### src/rtl/circular_fifo_core.sv
// Show-ahead circular-buffer FIFO with registered occupancy flags and sticky
// overflow/underflow error bits for a CSR front end.
module circular_fifo_core #(
  parameter int WIDTH = 8,
  parameter int DEPTH = 16,
  parameter int PTR_W = $clog2(DEPTH)
) (
  input  logic             clk,
  input  logic             reset,
  input  logic             wr_en,
  input  logic [WIDTH-1:0] fifo_input_data,
  input  logic             rd_en,
  output logic [WIDTH-1:0] fifo_output_data,
  output logic             full,
  output logic             empty,
  output logic [PTR_W:0]   count,
  output logic             overflow,
  output logic             underflow,
  input  logic             clr_err
);

  localparam logic [PTR_W-1:0] LAST_PTR = PTR_W'(DEPTH - 1);
  localparam logic [PTR_W:0]   FULL_CNT = (PTR_W + 1)'(DEPTH);

  logic [WIDTH-1:0] mem [DEPTH];
  logic [PTR_W-1:0] wr_ptr;
  logic [PTR_W-1:0] rd_ptr;
  logic             push;
  logic             pop;
  logic [PTR_W:0]   count_next;

  function automatic logic [PTR_W-1:0] ptr_advance(input logic [PTR_W-1:0] p);
    return (p == LAST_PTR) ? '0 : p + 1'b1;
  endfunction

  // Acceptance is decided only by the registered flags, so no input reaches an output.
  always_comb begin
    push       = wr_en & ~full;
    pop        = rd_en & ~empty;
    count_next = count;
    if (push && !pop)
      count_next = count + 1'b1;
    else if (pop && !push)
      count_next = count - 1'b1;
  end

  always_ff @(posedge clk) begin
    if (reset) begin
      wr_ptr    <= '0;
      rd_ptr    <= '0;
      count     <= '0;
      full      <= 1'b0;
      empty     <= 1'b1;
      overflow  <= 1'b0;
      underflow <= 1'b0;
    end else begin
      if (push)
        wr_ptr <= ptr_advance(wr_ptr);
      if (pop)
        rd_ptr <= ptr_advance(rd_ptr);
      count <= count_next;
      full  <= (count_next == FULL_CNT);
      empty <= (count_next == '0);
      // A new error event in the same cycle as clr_err keeps the flag set.
      if (wr_en && full)
        overflow <= 1'b1;
      else if (clr_err)
        overflow <= 1'b0;
      if (rd_en && empty)
        underflow <= 1'b1;
      else if (clr_err)
        underflow <= 1'b0;
    end
  end

  always_ff @(posedge clk) begin
    if (!reset && push)
      mem[wr_ptr] <= fifo_input_data;
  end

  assign fifo_output_data = empty ? '0 : mem[rd_ptr];

endmodule
### config.mk
export PLATFORM = sky130hd
export DESIGN_NAME = circular_fifo_core
export DESIGN_NICKNAME = d
export VERILOG_FILES = /design/src/rtl/circular_fifo_core.sv
export SDC_FILE = /design/constraint.sdc
export NUM_CORES = 1
export LEC_CHECK = 0
export CAP_MARGIN = 5
export CORE_AREA = 3 3 119 121
export DETAILED_ROUTE_END_ITERATION = 12
export DIE_AREA = 0 0 122 124
export HOLD_SLACK_MARGIN = 0.02
export PLACE_DENSITY_LB_ADDON = 0.08
export REMOVE_ABC_BUFFERS = 1
export SETUP_SLACK_MARGIN = 0.4
export SYNTH_ARGS = -nofsm -noshare
export SYNTH_HDL_FRONTEND = slang
export SYNTH_SLANG_ARGS = --single-unit
### constraint.sdc
create_clock -name clk -period 1.7 [get_ports clk]
set_input_delay 0.34 -clock clk [delete_from_list [all_inputs] [get_ports clk]]
set_output_delay 0.34 -clock clk [all_outputs]
set_load 0.03 [all_outputs]
# Word level (Yosys, flattened, before mapping)
# Memory sizes are Yosys's and may differ from the RTL's. A register that Yosys moved wholly into a read port is not among the register bits.
# Index checks and enable logic that the tools add are counted.
[classes] n_div=0 n_mux=12 multipliers=0 magnitude_cmp=0 addsub=4 n_eq_ne=3 reduce_logical=11 shift=0 bitwise_logic=4
[op_table] cell="two-way mux 4 bit" count=4
[op_table] cell="two-way mux 5 bit" count=2
[op_table] cell="adder 4 x 1 -> 4 bit (second input constant)" count=2
[op_table] cell="equality test 4 bit (second input constant)" count=2
[op_table] cell="two-way mux 8 bit" count=1
[op_table] cell="adder 5 x 1 -> 5 bit (second input constant)" count=1
[op_table] cell="equality test 5 bit (second input constant)" count=1
[op_table] cell="logical AND 1 bit" count=5
[op_table] cell="logical NOT 5 bit" count=1
[op_table] cell="two-way mux 1 bit" count=5
[op_table] cell="subtractor 5 x 1 -> 5 bit (second input constant)" count=1
[op_table] cell="nonzero test 2 bit" count=2
[op_table] cell="logical NOT 1 bit" count=3
[op_table] cell="AND 1 bit" count=2
[op_table] cell="inverter 1 bit" count=2
[word_totals] inputBits=13 n_memories=1 rom_bits=0 ff_bits=17 output_inout_bits=17 latchBits=0 word_cells=42 ram_bits=128
[mem_list] name="mem" depth=16 width=8 rd=1 rd_ports_with_merged_regs=1 write_ports=1 line="25" text="logic [WIDTH-1:0] mem [DEPTH];"

# Logic depth before layout (Yosys ltp)
# Gate-level depths: netlist (run 1).
[logic_depth] word_depth=7 depth_mapped=6 depth_no_buf=6

# Worst setup path before layout (run 1)
# No wires, ideal clock.
[synth_path] path_type="flip-flop to flip-flop" startpoint="register count[0]" endpoint="register full" path_stages_with_launch=7 path_slack_ns=-0.363 n_path_buf=0 period_less_slack_ns=2.063 required_ns=1.613 setup_time_ns=0.087 arrival_ns=1.976 cell_sequence="dfxtp_1 inv_2 ha_1 or4_4 o311ai_2 nand3b_4 nor4b_4"
[synth_via] elab_chain_cells=4 word_cells_on_any_way=5
[synth_lines] element="from (decl)" line="16" text="output logic [PTR_W:0] count,"
[synth_lines] element="from (signal assigned)" line="61" text="count <= count_next;"
[synth_lines] element="subtractor 5 x 1 -> 5 bit" line="44" text="count_next = count - 1'b1;"
[synth_lines] element="two-way mux 5 bit" line="43" text="else if (pop && !push)"
[synth_lines] element="two-way mux 5 bit *" line="41" text="if (push && !pop)"
[synth_lines] element="equality test 5 bit *" line="62" text="full <= (count_next == FULL_CNT);"
[synth_lines] element="to (signal assigned)" line="62"
[synth_lines] element="to (decl)" line="14" text="output logic full,"
# Every way passes the cells marked *; elsewhere a longest branch is shown, timed or not.
# A chain may end at the register's enable or synchronous reset.

==> results of run 1 <==
layout make-up:
type,count,area (sq um)
Fill cell,947,5035
Sequential cell,149,4288
Multi-Input combinational cell,160,2028
Timing Repair Buffer,103,1100
Clock buffer,18,429.2
Tap cell,176,220.2
Clock inverter,12,67.56
Inverter,6,22.52
worst max-delay path, cell delays in order, from the launching register on:
cell	delay (ns)
dfxtp_4	0.37
buf_12	0.16
buf_4	0.13
mux4_2	0.49
a22oi_2	0.21
a21oi_2	0.10
buf_6	0.15
worst paths after layout:
path | startpoint | to | slack, ns | cells after the start
worst max register to register | count[0] | full | 0.01 | 6
worst max-delay path | flip-flop | fifo_output_data[3] | -0.67 | 6
worst min register to register | underflow | underflow | 0.52 | 2
worst min-delay path | wr_en | overflow | 0.45 | 3
layer usage:
metal / GRT usage, % / up-vias / routed length, microns / part of all wire, %
met5: 0 / - / 0 / 0
met4: 6.723 / 0 / 138 / 1.1
met3: 3.951 / 12 / 425 / 3.3
met2: 31.56 / 66 / 6912 / 54
met1: 23.08 / 1723 / 5325 / 42
li1: - / 1536 / - / -
registers in the layout (all words and copies together) (netlist names), named ones only:
register and flops:
mem 128, count 5, rd_ptr 4, wr_ptr 4, empty 1, full 1, overflow 1, underflow 1
where the power goes:
group | switching, W | leakage [nW] | internal [W] | total [W]
Sequential | 0.0000680 | 1.33 | 0.00405 | 0.00412
Combinational | 0.000850 | 1.14 | 0.000870 | 0.00172
Clock | 0.00135 | 0.239 | 0.00181 | 0.00317
Total | 0.00227 | 2.71 | 0.00673 | 0.00901
synth_stat cells, types with 2 or more instances:
| cell | count |
|---|---|
| clkbuf_1 | 4 |
| mux4_2 | 32 |
| a21oi_1 | 16 |
| inv_1 | 5 |
| and3_1 | 2 |
| a22oi_1 | 18 |
| buf_2 | 6 |
| a311oi_1 | 3 |
| or3_1 | 2 |
| buf_6 | 2 |
| nor2_1 | 30 |
| dfxtp_1 | 21 |
| nand3_1 | 2 |
| edfxtp_1 | 128 |
| o21ai_0 | 3 |
| nor2b_1 | 3 |
| ha_1 | 7 |
| nor3_1 | 3 |
| and2b_1 | 2 |
| buf_1 | 4 |
| xor2_1 | 3 |
| nand2_1 | 15 |
| xnor2_1 | 2 |
layout by cell type, fill, tap and decap left out, drive strengths merged, types with 2 or more instances in the layout:
| cell type | instances |
|---|---|
| nand2 | 15 |
| and3 | 2 |
| a311oi | 3 |
| xnor2 | 2 |
| nand3 | 2 |
| or3 | 2 |
| nor3 | 3 |
| clkbuf | 18 |
| edfxtp | 128 |
| nor2b | 3 |
| clkinv | 9 |
| ha | 7 |
| or4 | 2 |
| inv | 6 |
| clkdlybuf4s50 | 10 |
| nand2b | 2 |
| dfxtp | 21 |
| clkinvlp | 3 |
| buf | 91 |
| mux4 | 32 |
| nand3b | 2 |
| a22oi | 18 |
| o21ai | 4 |
| dlygate4sd2 | 2 |
| a21oi | 16 |
| xor2 | 3 |
| nor2 | 30 |
| and2b | 2 |
cells by family (layout without fill, tap and decap cells):
kind of cell | Yosys count | count (layout) | share of synthesized area (%)
compound gates | 46 | 46 | 5.377
xor+xnor | 5 | 5 | 0.7410
fa+ha+maj | 7 | 7 | 1.482
buf+inv | 22 | 139 | 1.778
flops | 149 | 149 | 72.14
mux | 32 | 32 | 12.19
simple gates | 70 | 70 | 6.287
per-stage QoR:
step	setup TNS [ns]	total power, W	cells	setup WS (ns)
detailed placement	-44.84	0.005470	577	-0.4036
finish	-5.076	0.009006	624	-0.6729
global route	-5.759	0.009352	624	-0.7564
CTS	-5.421	0.008893	612	-0.6978
floorplan	-9.755	0.004876	315	-1.142
global placement	-43.82	0.005449	577	-0.3525
what timing repair did:
action                                 in CTS  in global routing
setup buffers                               5                 12
setup endpoints to repair                 158                155
gates cloned                                0                  0
gates resized for setup                   192                 35
endpoints found under the hold margin       0                  0
pin swaps                                  22                 14
==> impl_metrics.ini, run 1 <==
[clocking]
clk_path_buf_depth = 2
cts-root-buf = clkbuf_16
clk_pin_slew_ns = 0.06
clk_latency_ns = 0.41
htree_levels = 4
cts_tree = done
numCtsBuffers = 17
clock_sinks = 149
cts_hold_buffers = 0

[worst_setup_path]
crit_fanout = 15
cp_data_arrival_time_ns = 2.03
cp_data_required_time_ns = 1.36
startpoint_type = flip-flop
critical_path_class = reg -> out
critPathCaptureType = output port

[detailed_routing]
num_vias = 3337
post-route-drc-count = 0
postRouteAntennaNets = 0
wl_per_cell_microns = 20.51
routed_via_density = 5.348
drt_iter0_drc = 237
routed_wl_microns = 12800
first_pass_iters = 6

[global_route]
track_usage_pct = 18.35
grt_max_degree = 18
grt_pass1_wl_microns = 19840
antenna_found_initial = 0
grt-ovfl-total = 0
first_global_vias = 3554

[logic_synthesis]
syn_avg_cell_area_sq_um = 17.86
synth_cell_types = 41
synthTopCellsByArea = edfxtp_1 (65%), mux4_2 (12%), dfxtp_1 (7.1%)
yosysWarnings = 0
synth_seq_area_share_pct = 72.14
ys_seq_elements = 149
netlist_instances = 331
synth.top_cell.area_share_pct = 65.03
synth_edf_count = 128
synth.largest_area_cell = edfxtp_1
synthArstFlopShare_pct = 0
ys.flop_type = edfxtp_1
syn-cell-area_sq_um = 5911

[layout]
syn2layout_area_growth_pct = 37.98
fin_util_pct = 61.83
fin_area_sq_um = 8155
nets = 457
drive_above_1_share_pct = 52.68
insertedDiodeCount = 0

[placement]
gp_congestion = 0.7710
port_buffers = 29
dp_hpwl_microns = 8361
dpl_cell_area_sq_um = 6820

[pwr]
powerDensity_nw_per_um2 = 1104
vdd_drop_max_mv = 0.6720
leakagePower_nw = 2.710

[timing]
hold_viol_final = 0
clock.fmax_mhz = 421.4
worst_hold_slack_ns = 0.4460
fin_crit_ns = 2.373
slew_headroom_pct = 62.30
maxSlewViolCount = 0
setup_viol = 8
min_period_over_period_pct = 139.6
rsz0062_at_grt = true
finalClockSkew_ns = 0.007728
tightestPinTransition_ns = 0.5637
fin_ws_ns = -0.6729

[min_path]
hold_path_class = in -> reg

[floorplanning]
die_w_microns = 122
core_area_sq_um = 13190
dieArea_sq_um = 15130
row_count = 42
start_util_pct = 44.81
die_h_microns = 124
ioPinCount = 30

[outcome]
violations = setup timing
status = finished, violations left

[run]
cap_violations = 0
No activity file was read; power rests on OpenSTA's default activity.
==> inputs of run 2 (changes only) <==
RECOVER_POWER = 50   (was default)
==> impl_metrics.ini, run 2 (synthesis gave the netlist of run 1 again) <==
[outcome]
status = finished, violations left
violations = setup timing

[timing]
clock.fmax_mhz = 421.0
fin_ws_ns = -0.6755
hold_viol_final = 0
rsz0062_at_grt = true
setup_viol = 9
finalClockSkew_ns = 0.006337
worst_hold_slack_ns = 0.4442
tightestPinTransition_ns = 0.7373
fin_crit_ns = 2.375
maxSlewViolCount = 0
slew_headroom_pct = 50.85
min_period_over_period_pct = 139.7

[placement]
port_buffers = 29
dp.cells = 577
dp_hpwl_microns = 8361
gp_congestion = 0.7710
dp_slack_ns = -0.4036

[clocking]
clk_latency_ns = 0.42
cts_hold_buffers = 0
cts_tree = done
clk_pin_slew_ns = 0.05
numCtsBuffers = 17
htree_levels = 4
clock_sinks = 149
clk_path_buf_depth = 2
cts-root-buf = clkbuf_16

[detailed_routing]
post-route-drc-count = 0
routed_via_density = 5.324
postRouteAntennaNets = 0
drt_iter0_drc = 262
num_vias = 3322
routed_wl_microns = 12770
wl_per_cell_microns = 20.47
first_pass_iters = 4

[layout]
fin_cells = 624
final_cell_mix = edfxtp_1 (128), buf_4 (34), mux4_2 (32)
nets = 457
drive_above_1_share_pct = 49.33
largest_reg_flops = 128
layout_commonest_cell = edfxtp_1
largest-register = mem
insertedDiodeCount = 0
largestRegisters = mem: 128 flops, count: 5 flops
syn2layout_area_growth_pct = 36.94

[floorplanning]
row_count = 42
die_h_microns = 124
die_w_microns = 122
dieArea_sq_um = 15130
ioPinCount = 30
core_area_sq_um = 13190
start_util_pct = 44.81

[global_route]
first_global_vias = 3554
grt_max_degree = 18
antenna_found_initial = 0
track_usage_pct = 18.35
grt-ovfl-total = 0
grt_pass1_wl_microns = 19840

[pwr]
vdd_drop_max_mv = 0.6773
leakagePower_nw = 2.672
powerDensity_nw_per_um2 = 1109

[worst_setup_path]
cp_data_required_time_ns = 1.36
crit_fanout = 15
critPathCaptureType = output port
startpoint_type = flip-flop
critical_path_class = reg -> out
cp_data_arrival_time_ns = 2.04

[min_path]
hold_path_class = in -> reg

[run]
cap_violations = 0
==> run 2: worst max-delay path, stage by stage, from the launching register on <==
cell	delay (ns)
dfxtp_4	0.37
buf_12	0.16
buf_4	0.13
mux4_2	0.49
a22oi_2	0.21
a21oi_2	0.11
buf_6	0.15
==> run 2: layer usage <==
layer | GRT usage (%) | up-vias | wire [microns]
met5 | 0 | - | 0
met3 | 3.951 | 7 | 387
met4 | 6.723 | 0 | 96
met1 | 23.08 | 1722 | 5375
li1 | - | 1538 | -
met2 | 31.56 | 55 | 6913
==> run 2: power breakdown <==
| part | internal (W) | switching (W) | leakage [nW] |
|---|---|---|---|
| logic | 0.000838 | 0.000847 | 1.10 |
| registers | 0.00405 | 0.0000660 | 1.33 |
| clock network | 0.00181 | 0.00136 | 0.239 |
==> run 2: path summary, 6_finish.rpt <==
kind / end / slack [ns] / cells past startpoint / startpoint
min reg2reg: underflow / 0.51 / 2 / underflow
min: overflow / 0.44 / 3 / wr_en
max reg2reg: full / 0.01 / 5 / empty
max: fifo_output_data[3] / -0.68 / 6 / flip-flop
==> run 2: cell type report <==
type                    instances  area [sq um]
clock buffers                  18         429.2
clock inverters                12         67.56
fillers                       965          5096
inverters                       6         22.52
multi-input cells             160          2009
flip-flops and latches        149          4283
well taps                     176         220.2
repair buffers                103          1062
==> run 2: repair_timing <==
item / CTS / global route
gates cloned: 0 / 0
gates resized for setup: 192 / 35
endpoints found under the setup margin: 158 / 155
setup buffers: 5 / 12
pin swaps: 22 / 14
endpoints found under the hold margin: 0 / 0
==> run 2: stage by stage <==
stage	power (W)	area (sq um)	utilization [%]	TNS, ns
after floorplan	0.004876	5828	-	-9.755
after global placement	0.005449	6820	51.71	-43.82
after detailed placement	0.005470	6820	51.71	-44.84
after CTS	0.008893	7905	59.93	-5.421
after global routing	0.009314	8094	61.36	-5.988
final	0.008973	8094	61.36	-5.173
==> inputs of run 3 (changes only) <==
ABC_CLOCK_PERIOD_IN_PS = 1700   (was default)
==> results of run 3 <==
The final DEF is identical to that of run 2; final timing and power are the same.
